<file path="config.mk">
export PLATFORM = sky130hd
export DESIGN_NAME = pid_sched_flat
export DESIGN_NICKNAME = d
export VERILOG_FILES = /design/src/rtl/pid_sched_if.sv /design/src/rtl/pid_sched.sv /design/src/flat_wrapper.sv
export SDC_FILE = /design/constraint.sdc
export NUM_CORES = 1
export LEC_CHECK = 0
export BUFFER_PORTS_ARGS = -buffer_cell sky130_fd_sc_hd__buf_2
export CORE_ASPECT_RATIO = 0.9
export CORE_MARGIN = 2
export CORE_UTILIZATION = 40
export CTS_CLUSTER_DIAMETER = 40
export DETAILED_ROUTE_END_ITERATION = 8
export PLACE_DENSITY = 0.63
export SYNTH_ARGS = -nofsm -noshare
export SYNTH_HDL_FRONTEND = slang
export SYNTH_SLANG_ARGS = --single-unit
export TNS_END_PERCENT = 1
</file>
<file path="constraint.sdc">
create_clock -name clk -period 5 [get_ports clk]
set_input_delay 0.25 -clock clk [delete_from_list [all_inputs] [get_ports clk]]
set_output_delay 0.25 -clock clk [all_outputs]
set_load 0.01 [all_outputs]
</file>
<file path="src/rtl/pid_sched_if.sv">
// pid_sched_if: sample/result bundle for pid_sched.
//   error       signed raw error sample (12b)
//   err_in_vld  one-cycle strobe, error valid
//   clr_hist    synchronous clear of integrator and previous error
//   busy        high while a sample is in flight
//   ovr         one-cycle pulse, a sample was dropped
//   pid         signed saturated PID result (14b)
//   pid_vld     one-cycle strobe, pid updated
// master = error source side, slave = pid_sched.
interface pid_sched_if;
  logic signed [11:0] error;
  logic               err_in_vld;
  logic               clr_hist;
  logic               busy;
  logic               ovr;
  logic signed [13:0] pid;
  logic               pid_vld;

  modport master (
    output error, err_in_vld, clr_hist,
    input  busy, ovr, pid, pid_vld
  );

  modport slave (
    input  error, err_in_vld, clr_hist,
    output busy, ovr, pid, pid_vld
  );
endinterface

</file>
<file path="src/rtl/pid_sched.sv">
// pid_sched: PID term sequencer for the balance control loop.
// Saturates each raw error sample to 10 bits, time-shares one signed
// multiplier between the P and D terms, keeps the integrator and the
// previous-error history, and emits one saturated 14-bit PID result
// per accepted sample (one sample per 4 cycles at most).
// Ports:
//   clk    system clock
//   rst_n  asynchronous active-low reset
//   bus    pid_sched_if.slave (error/err_in_vld/clr_hist in,
//          busy/ovr/pid/pid_vld out)
// Parameters:
//   P_COEFF, D_COEFF  unsigned 5-bit coefficients
module pid_sched #(
  parameter logic [4:0] P_COEFF = 5'd4,
  parameter logic [4:0] D_COEFF = 5'd7
) (
  input logic        clk,
  input logic        rst_n,
  pid_sched_if.slave bus
);

  typedef enum logic [1:0] {IDLE, MUL_P, MUL_D, SUM} state_t;

  state_t             state;
  logic signed [9:0]  err_q;     // captured, saturated sample
  logic signed [9:0]  prev_err;
  logic signed [15:0] integ;
  logic signed [13:0] p_term;
  logic signed [12:0] d_term;

  // ---------------------------------------------------------------
  // Input saturation to 10-bit signed
  // ---------------------------------------------------------------
  logic signed [9:0] err_sat_in;
  always_comb begin
    err_sat_in = bus.error[9:0];
    if (!bus.error[11] && (|bus.error[10:9]))
      err_sat_in = 10'sd511;
    else if (bus.error[11] && !(&bus.error[10:9]))
      err_sat_in = -10'sd512;
  end

  // ---------------------------------------------------------------
  // Derivative difference, saturated to 8-bit signed
  // ---------------------------------------------------------------
  logic signed [10:0] d_diff;
  logic signed [7:0]  d_sat;
  assign d_diff = {err_q[9], err_q} - {prev_err[9], prev_err};
  always_comb begin
    d_sat = d_diff[7:0];
    if (!d_diff[10] && (|d_diff[9:7]))
      d_sat = 8'sd127;
    else if (d_diff[10] && !(&d_diff[9:7]))
      d_sat = -8'sd128;
  end

  // ---------------------------------------------------------------
  // Shared multiplier: operand and coefficient muxed by state.
  // Coefficient is zero-extended so it is always non-negative.
  // ---------------------------------------------------------------
  logic signed [9:0]  mul_a;
  logic        [4:0]  mul_c;
  logic signed [15:0] mul_a16;
  logic signed [15:0] mul_b16;
  logic signed [15:0] product;

  always_comb begin
    mul_a = err_q;
    mul_c = P_COEFF;
    if (state == MUL_D) begin
      mul_a = {{2{d_sat[7]}}, d_sat};
      mul_c = D_COEFF;
    end
  end

  assign mul_a16 = {{6{mul_a[9]}}, mul_a};
  assign mul_b16 = {11'b0, mul_c};
  assign product = mul_a16 * mul_b16;

  // P term: product saturated to 14-bit signed
  logic signed [13:0] p_sat;
  always_comb begin
    p_sat = product[13:0];
    if (!product[15] && (|product[14:13]))
      p_sat = 14'sd8191;
    else if (product[15] && !(&product[14:13]))
      p_sat = -14'sd8192;
  end

  // ---------------------------------------------------------------
  // Integrator update, clamped (never wraps)
  // ---------------------------------------------------------------
  logic signed [16:0] integ_sum;
  logic signed [15:0] integ_nxt;
  assign integ_sum = {integ[15], integ} + {{7{err_q[9]}}, err_q};
  always_comb begin
    integ_nxt = integ_sum[15:0];
    if (integ_sum[16] != integ_sum[15])
      integ_nxt = integ_sum[16] ? 16'sh8000 : 16'sh7FFF;
  end

  // ---------------------------------------------------------------
  // Final sum: P + (integ >>> 4) + D, saturated to 14-bit signed.
  // Worst-case magnitude (8192+2048+3968) fits in 16 bits.
  // ---------------------------------------------------------------
  logic signed [11:0] i_term;
  logic signed [15:0] sum;
  logic signed [13:0] sum_sat;
  assign i_term = integ[15:4];
  assign sum = {{2{p_term[13]}}, p_term}
             + {{4{i_term[11]}}, i_term}
             + {{3{d_term[12]}}, d_term};
  always_comb begin
    sum_sat = sum[13:0];
    if (!sum[15] && (|sum[14:13]))
      sum_sat = 14'sd8191;
    else if (sum[15] && !(&sum[14:13]))
      sum_sat = -14'sd8192;
  end

  assign bus.busy = (state != IDLE);

  // ---------------------------------------------------------------
  // Sequencer
  // ---------------------------------------------------------------
  always_ff @(posedge clk or negedge rst_n) begin
    if (!rst_n) begin
      state       <= IDLE;
      err_q       <= '0;
      prev_err    <= '0;
      integ       <= '0;
      p_term      <= '0;
      d_term      <= '0;
      bus.pid     <= '0;
      bus.pid_vld <= 1'b0;
      bus.ovr     <= 1'b0;
    end else begin
      bus.pid_vld <= 1'b0;
      // Samples arriving mid-flight are dropped and flagged
      bus.ovr     <= bus.err_in_vld && (state != IDLE);
      case (state)
        IDLE: begin
          if (bus.err_in_vld) begin
            err_q <= err_sat_in;
            state <= MUL_P;
          end
        end
        MUL_P: begin
          p_term <= p_sat;
          integ  <= integ_nxt;
          state  <= MUL_D;
        end
        MUL_D: begin
          d_term   <= product[12:0];  // |sat8 * 31| < 4096, fits 13b
          prev_err <= err_q;
          state    <= SUM;
        end
        SUM: begin
          bus.pid     <= sum_sat;
          bus.pid_vld <= 1'b1;
          state       <= IDLE;
        end
        default: state <= IDLE;
      endcase
      // History clear overrides any same-edge history update
      if (bus.clr_hist) begin
        integ    <= '0;
        prev_err <= '0;
      end
    end
  end

endmodule

</file>
<file path="src/flat_wrapper.sv">
// flat-port wrapper written by rule: the top's interface ports become plain ports
module pid_sched_flat 
#(
  parameter logic [4:0] P_COEFF = 5'd4,
  parameter logic [4:0] D_COEFF = 5'd7
)
  (clk, rst_n, bus_error, bus_err_in_vld, bus_clr_hist, bus_busy, bus_ovr, bus_pid, bus_pid_vld);
  pid_sched_if bus_i ();
  input logic clk;
  input logic rst_n;
  input wire logic [$bits(bus_i.error)-1:0] bus_error;
  input wire logic [$bits(bus_i.err_in_vld)-1:0] bus_err_in_vld;
  input wire logic [$bits(bus_i.clr_hist)-1:0] bus_clr_hist;
  output wire logic [$bits(bus_i.busy)-1:0] bus_busy;
  output wire logic [$bits(bus_i.ovr)-1:0] bus_ovr;
  output wire logic [$bits(bus_i.pid)-1:0] bus_pid;
  output wire logic [$bits(bus_i.pid_vld)-1:0] bus_pid_vld;
  assign bus_i.error = bus_error;
  assign bus_i.err_in_vld = bus_err_in_vld;
  assign bus_i.clr_hist = bus_clr_hist;
  assign bus_busy = bus_i.busy;
  assign bus_ovr = bus_i.ovr;
  assign bus_pid = bus_i.pid;
  assign bus_pid_vld = bus_i.pid_vld;
  pid_sched #(.P_COEFF(P_COEFF), .D_COEFF(D_COEFF)) u_core (.clk(clk), .rst_n(rst_n), .bus(bus_i));
endmodule
</file>
# Word level (Yosys, flattened, before mapping)
# Cells that the tools add are included.
dict set report word_totals {
  out_inout_bits 17
  wordCells 68
  inputBits 16
  regBits 81
}
dict set report op_classes {
  addsub 4
  n_reduce_logical 30
  multipliers 1
  muxes 19
  n_eq_ne 5
}
# cell n
set ops {}
lappend ops {{$mux 16} 4}
lappend ops {{$mux 14} 4}
lappend ops {{$mux 10} 5}
lappend ops {{$add 16x10->17} 1}
lappend ops {{$add 16x16->16} 1}
lappend ops {{$mux 8} 2}
lappend ops {{$add 14x12->15} 1}
lappend ops {{$mul 10x4->14} 1}
lappend ops {{$sub 10x10->11} 1}
lappend ops {{$logic_and 1x1->1} 9}
lappend ops {{$logic_not 1->1} 8}
lappend ops {{$pmux 2 s4} 1}
lappend ops {{$reduce_and 2->1} 4}
lappend ops {{$reduce_bool 2->1} 3}
lappend ops {{$reduce_or 2->1} 3}
lappend ops {{$eq 2x2->1 const B} 2}
lappend ops {{$mux 2} 2}
lappend ops {{$reduce_and 3->1} 1}
lappend ops {{$reduce_or 3->1} 1}
lappend ops {{$eq 2x1->1 const B} 1}
lappend ops {{$logic_not 2->1} 1}
lappend ops {{$ne 2x2->1 const B} 1}
lappend ops {{$mux 1} 1}
lappend ops {{$ne 1x1->1} 1}

# Depth between registers and ports, before layout
# Gate-level depths: netlist (run 1).
dict set report depth {
  word_depth 13
  mapped_depth 25
}

# Worst setup path before layout (run 1)
# Ideal clock, no wire load.
dict set report synth_timing {
  kind {reg-to-reg}
  from {register u_core.err_q[0]}
  to {register u_core.p_term[12]}
  n_path_buf 0
  arrival_ns 4.982
  synth_period_minus_slack_ns 5.059
  required_ns 4.923
  path_slack_ns -0.059
  path_stages_with_launch 24
  cell_sequence {dfrtp_1 > inv_1 > ha_1 > inv_1 > fa_1 > a21o_1 > a21oi_1 > o211ai_1 > nand3_1 > nand2_1 > o41ai_2 > nand2_1 > nor2_1 > ha_1 > fa_1 > fa_1 > a21o_1 > a21oi_1 > o21bai_1 > a21oi_1 > o21a_1 > o21ai_0 > xor2_1 > a21oi_1}
}
dict set report synth_between {
  elab_chain_len 13
  elab_cells_between_ends 19
  classes_between {1 x add/sub; 1 x mul; 5 x mux; 12 x reduce/logical}
}
# item line
set synth_lines {}
lappend synth_lines {{from (decl)} pid_sched.sv:25} ;# logic signed [9:0] err_q;
lappend synth_lines {{from (signal assigned)} pid_sched.sv:144} ;# err_q <= err_sat_in;
lappend synth_lines {{$sub 10x10->11} pid_sched.sv:48} ;# assign d_diff = {err_q[9], err_q} - {prev_err[9], prev_err};
lappend synth_lines {{$reduce_and 3->1} pid_sched.sv:53} ;# else if (d_diff[10] && !(&d_diff[9:7]))
lappend synth_lines {{$logic_not 1->1} pid_sched.sv:53}
lappend synth_lines {{$logic_and 1x1->1} pid_sched.sv:53}
lappend synth_lines {{$mux 8} pid_sched.sv:53}
lappend synth_lines {{$mux 8} pid_sched.sv:51} ;# if (!d_diff[10] && (|d_diff[9:7]))
lappend synth_lines {{$mux 10 *} pid_sched.sv:70} ;# if (state == MUL_D) begin
lappend synth_lines {{$mul 10x4->14 *} pid_sched.sv:78} ;# assign product = mul_a16 * mul_b16;
lappend synth_lines {{$reduce_and 2->1} pid_sched.sv:86} ;# else if (product[15] && !(&product[14:13]))
lappend synth_lines {{$logic_not 1->1} pid_sched.sv:86}
lappend synth_lines {{$logic_and 1x1->1} pid_sched.sv:86}
lappend synth_lines {{$mux 14} pid_sched.sv:86}
lappend synth_lines {{$mux 14 *} pid_sched.sv:84} ;# if (!product[15] && (|product[14:13]))
lappend synth_lines {{to (signal assigned)} pid_sched.sv:149} ;# p_term <= p_sat;
lappend synth_lines {{to (decl)} pid_sched.sv:28} ;# logic signed [13:0] p_term;
# Every way passes the cells marked *; elsewhere a longest branch is shown, timed or not.
# A chain may end at the register's enable or synchronous reset.

# Worst setup path in the final report (run 1)
dict set report layout_timing {
  from {register u_core.err_q[1]}
  to {register u_core.p_term[10]}
}
# The elaborated chain is that of the path after synthesis.

==> flow_summary.json, run 1 <==
{
  "drive_above_1_share": 0.2340,
  "fin_crit_ps": 4925,
  "coreArea_um2": 17000,
  "initial_core_util": 0.4113,
  "antenna_found_initial": 0,
  "post-route-drc-count": 0,
  "tns_ps": 0,
  "fp.dieH_um": 129.4,
  "clockRootBuffer": "clkbuf_16",
  "cts.sinks": 81,
  "critPathMaxStageDelay_ps": 390,
  "critPathKind": "register to register",
  "drt_iter0_markers": 209,
  "antenna_left": 0,
  "grt_max_degree": 82,
  "die_x_um": 143.4,
  "clk_latency_ps": 360,
  "rows": 45,
  "cp_common_cell": "o21a_1",
  "synth.cells.most_frequent": "nor2_1 (96), dfrtp_1 (81), ha_1 (79), inv_1 (69), nand2_1 (45)",
  "clk_pin_slew_ps": 70,
  "grt_use_total": 0.1795,
  "relSlewSlack": 0.3029,
  "skew_ps": 7.692,
  "die-area_um2": 18560,
  "worstPathArrival_ps": 5160,
  "htree_levels": 3,
  "first_global_vias": 5504,
  "cts_tree": "yes",
  "syn_nets": 880,
  "run_status": "completed",
  "ys_seq_elements": 81,
  "nets": 948,
  "synth_area_per_cell_um2": 9.048,
  "syn-cell-area_um2": 6994,
  "gp_congestion": 0.9055,
  "rsz0062_at_grt": "true",
  "syn2layout_area_growth_pct": 18.98,
  "synth.area.top_cells": "dfrtp_1 (29%), ha_1 (14%), nor2_1 (5.2%)",
  "grt_pass1_wl_um": 26450,
  "yosysTopAreaCellShare": 0.2898,
  "hold_viol_final": 0,
  "crit_chain": "ha_1 > nor2b_4 > o21a_1 > o21a_2 > o211a_1 > o21a_1 > o211ai_1 > buf_4 > nand2_2 > a31oi_2 > ha_2 > ha_4 > ha_4 > fa_2 > a21o_1 > a21oi_2 > o21bai_1 > a21oi_2 > o21a_1 > buf_6 > xnor2_2 > mux2_4",
  "stdcell_area_um2": 8322,
  "routedWlPerCell_um": 14.56,
  "async_reset_ff_frac": 1.000,
  "drt_first_pass_iters": 4,
  "cpMaxStageDelayCell": "dfrtp_1",
  "port_buffers": 32,
  "vias": 5641,
  "postPlaceCellArea_um2": 7679,
  "whs_ps": 83.03,
  "ys_types": 70,
  "drt-total-wl_um": 15740,
  "synth_top_cell_by_area": "dfrtp_1",
  "slew_viol_final": 0,
  "cts_made_buffers": 9,
  "end_kind": "register",
  "hp-class": "input pin to async pin",
  "synth_edf_count": 0,
  "clk_path_buf_depth": 2,
  "synth_ff_type": "dfrtp_1",
  "place_hpwl_um": 11810,
  "viasPerCell": 5.218,
  "max_freq_ghz": 0.2030,
  "yosysWarnings": 0,
  "synthMostInstantiatedCell": "nor2_1",
  "drv_cap": 0,
  "critPathMaxFanout": 4,
  "diodes": 0,
  "grt-ovfl-total": 0,
  "cp.required_ps": 5240,
  "finalCritPeriodShare": 0.9850,
  "worst_slew_pin_slew_ps": 1046,
  "yosysSeqAreaShare": 0.2898,
  "io_pins": 33,
  "setup_violations": 0,
  "startpoint_type": "register",
  "syn_inst": 773
}
sequential cells by signal, indices dropped and copies added, names as in the netlist:
name / count
u_core.prev_err: 10
u_core.bus.pid: 14
u_core.bus.pid_vld: 1
u_core.err_q: 10
u_core.integ: 16
u_core.bus.ovr: 1
u_core.state: 2
u_core.p_term: 14
u_core.d_term: 13
layer usage:
layer | global-route usage | share of wire | vias to the layer above | routed length, um
li1 | - | - | 2890 | -
met1 | 0.2523 | 0.52 | 2661 | 8172
met2 | 0.2821 | 0.44 | 78 | 6867
met3 | 0.03326 | 0.033 | 12 | 519
met4 | 0.05363 | 0.012 | 0 | 183
met5 | 0 | 0 | - | 0
cell type report:
cell class | instances | area (um2)
clock buffers | 10 | 239.0
clock inverters | 6 | 113.9
fillers | 1645 | 8682
inverters | 69 | 259.0
multi-input cells | 600 | 4837
flip-flops and latches | 81 | 2027
well taps | 235 | 294.0
repair buffers | 80 | 551.8
worst max-delay path: cells and delay by family (launching register included):
kind	cells	cell delay, ps
compound gates	11	2230
xor+xnor	1	60
fa+ha+maj	5	1340
buf+inv	2	340
flops	1	390
mux	1	270
simple gates	2	190
path summary, 6_finish.rpt:
| path | slack, ps | depth (start not counted) | to | startpoint |
|---|---|---|---|---|
| min in group clk | 120 | 2 | u_core.state[1] | bus_err_in_vld |
| max reg2reg | 70 | 22 | u_core.p_term[10] | u_core.err_q[1] |
| max | 70 | 22 | u_core.p_term[10] | u_core.err_q[1] |
| min reg2reg | 470 | 1 | u_core.bus.pid[13] | u_core.bus.pid[13] |
| min | 80 | 1 | u_core.bus.pid_vld | rst_n |
| max in group asynchronous | 4250 | 1 | u_core.integ[4] | rst_n |
cell families (layout without fill, tap and decap cells):
family | Yosys count | after routing | share of synthesized area
AND/OR/NAND/NOR | 232 | 232 | 0.1617
AO/OA/AOI/OAI | 202 | 202 | 0.2166
buffers and inverters | 92 | 165 | 0.05313
adder cells (fa/ha/maj) | 91 | 91 | 0.1757
flip-flops | 81 | 81 | 0.2898
XOR/XNOR | 43 | 43 | 0.05385
multiplexers | 32 | 32 | 0.04919
timing repair:
action,4_1_cts,5_1_grt
endpoints found under the setup margin,5,26
buffers inserted,0,8
pin swaps,0,40
resized for setup,4,45
hold buffers,0,0
placed cells by master, fill, tap and decap left out, types with 11 or more instances in the layout:
master / count
nor2b_1: 11
a21oi_1: 32
xnor2_1: 29
nand2_1: 42
a21o_1: 17
xor2_1: 13
buf_2: 31
ha_1: 71
dfrtp_1: 81
o21a_1: 11
buf_4: 46
mux2i_1: 12
nor2_1: 95
nor3_2: 12
mux2_2: 18
nor3_1: 15
nand3_1: 16
inv_1: 65
o21ai_0: 39
stage by stage:
| step | util | setup slack, ps | std cells |
|---|---|---|---|
| finish | 0.4894 | 74.84 | 1081 |
| global route | 0.4894 | -173.9 | 1081 |
| CTS | 0.4728 | 18.78 | 1073 |
| detailed placement | 0.4516 | -44.36 | 1057 |
| global placement | 0.4516 | 55.89 | 1057 |
| floorplan | - | 33.34 | 773 |
Power of run 1 is left out: the tool's default activity adds up to more than one toggle a clock period on the data nets, which glitch-free logic cannot reach.
==> run 2: changes to the inputs <==
CTS_CLUSTER_DIAMETER = 150   (was 40)
PLACE_DENSITY = 0.61   (was 0.63)
SLEW_MARGIN = 20   (was unset)
clock period = 5.1 ns   (was 5 ns; I/O delays follow)
==> flow_summary.json, run 2 (synthesis results as in run 1) <==
{
  "grt_max_degree": 82,
  "io_pins": 33,
  "relSlewSlack": 0.4955,
  "hp-class": "input pin to async pin",
  "startpoint_type": "register",
  "run_status": "finished, violations left",
  "multiInputGateArea_um2": 4815,
  "viasPerCell": 5.204,
  "grt_pass1_wl_um": 26270,
  "drv_cap": 0,
  "fp.dieH_um": 129.4,
  "first_global_vias": 5371,
  "mostFrequentLayoutCells": "nor2_1 (94), dfrtp_1 (81), ha_1 (72), inv_1 (69), nand2_1 (42)",
  "die_x_um": 143.4,
  "rows": 45,
  "gp_congestion": 0.8216,
  "fin_crit_ps": 4904,
  "violations": "negative hold slack",
  "port_buffers": 32,
  "final_common_cell": "nor2_1",
  "setup_violations": 0,
  "slew_viol_final": 0,
  "dp.cells": 1046,
  "top_regs": "u_core.integ: 16 flops, u_core.bus.pid: 14 flops, u_core.p_term: 14 flops",
  "whs_ps": -29.96,
  "reg2reg_slack_ps": 200,
  "place_hpwl_um": 11810,
  "clockRootBuffer": "clkbuf_16",
  "finalCritPeriodShare": 0.9616,
  "skew_ps": 6.445,
  "largest_reg_flops": 16,
  "drt_first_pass_iters": 4,
  "fillers": 1681,
  "critPathKind": "register to register",
  "cts_made_buffers": 9,
  "routedWlPerCell_um": 14.55,
  "largest_register": "u_core.integ",
  "cts.sinks": 81,
  "vias": 5547,
  "syn2layout_area_growth_pct": 16.17,
  "grt-ovfl-total": 0,
  "seqCellArea_um2": 2027,
  "clk_latency_ps": 350,
  "post-route-drc-count": 0,
  "cp.required_ps": 5330,
  "clk_path_buf_depth": 2,
  "end_kind": "register",
  "htree_levels": 3,
  "max_freq_ghz": 0.2039,
  "coreArea_um2": 17000,
  "drt_iter0_markers": 224,
  "drive_above_1_share": 0.2118,
  "worstPathArrival_ps": 5140,
  "fin_cells": 1066,
  "grt_use_total": 0.1782,
  "initial_core_util": 0.4113,
  "nets": 933,
  "worst_slew_pin_slew_ps": 756.7,
  "hold_buffers": 0,
  "antenna_found_initial": 0,
  "cts_tree": "yes",
  "drt-total-wl_um": 15510,
  "antenna_left": 0,
  "hold_viol_final": 81,
  "critPathMaxFanout": 5,
  "tns_ps": 0,
  "diodes": 0,
  "rsz0062_at_grt": "true",
  "die-area_um2": 18560,
  "clk_pin_slew_ps": 60
}
[run 2: layer usage]
layer,vias up,global-route usage,part of all wire
li1,2862,-,-
met1,2597,0.2594,0.53
met2,73,0.2717,0.43
met3,15,0.03252,0.029
met4,0,0.04902,0.013
met5,-,0,0
[run 2: final cells by class]
class                   count  area share
clock buffers              10     0.02818
well taps                 235     0.03619
inverters                  69     0.03188
clock inverters             6    0.009239
repair buffers             65     0.05251
flip-flops and latches     81      0.2495
multi-input cells         600      0.5925
[run 2: path summary, 6_finish.rpt]
kind | start | to | cells after the start
min in group clk | bus_err_in_vld | u_core.state[1] | 2
max reg2reg | u_core.prev_err[1] | u_core.d_term[10] | 22
max | u_core.prev_err[1] | u_core.d_term[10] | 22
max in group asynchronous | rst_n | u_core.integ[3] | 1
min reg2reg | u_core.bus.pid[13] | u_core.bus.pid[13] | 1
min | rst_n | u_core.bus.pid[0] | 1
[run 2: critical path, stage by stage, from the launching register on]
cell      delay (ps)
dfrtp_1          340
inv_1             60
ha_1             270
nor2b_1          130
o21a_1           210
o21a_4           240
o211a_1          210
o21a_1           220
o41ai_4          380
buf_4            170
nand2b_1          80
a31oi_1          190
ha_2             290
ha_1             290
ha_2             200
fa_2             400
a21o_1           170
a21oi_2          150
o21bai_1          90
a21oi_2          140
o21a_2           190
xnor2_2           70
mux2_2           270
[run 2: timing repair]
item                       4_1_cts  5_1_grt
buffers inserted                 1        3
setup endpoints to repair        2       26
resized for setup                7       37
pin swaps                        6       34
[run 2: per-stage QoR]
stage | setup slack (ps) | cell area, um2 | utilization
finish | 195.6 | 8125 | 0.4779
global route | -43.84 | 8125 | 0.4779
CTS | 9.896 | 7899 | 0.4645
detailed placement | -7.192 | 7564 | 0.4448
global placement | 65.34 | 7564 | 0.4448
floorplan | 41.08 | 6994 | -
Power of run 2 is left out for the same reason.
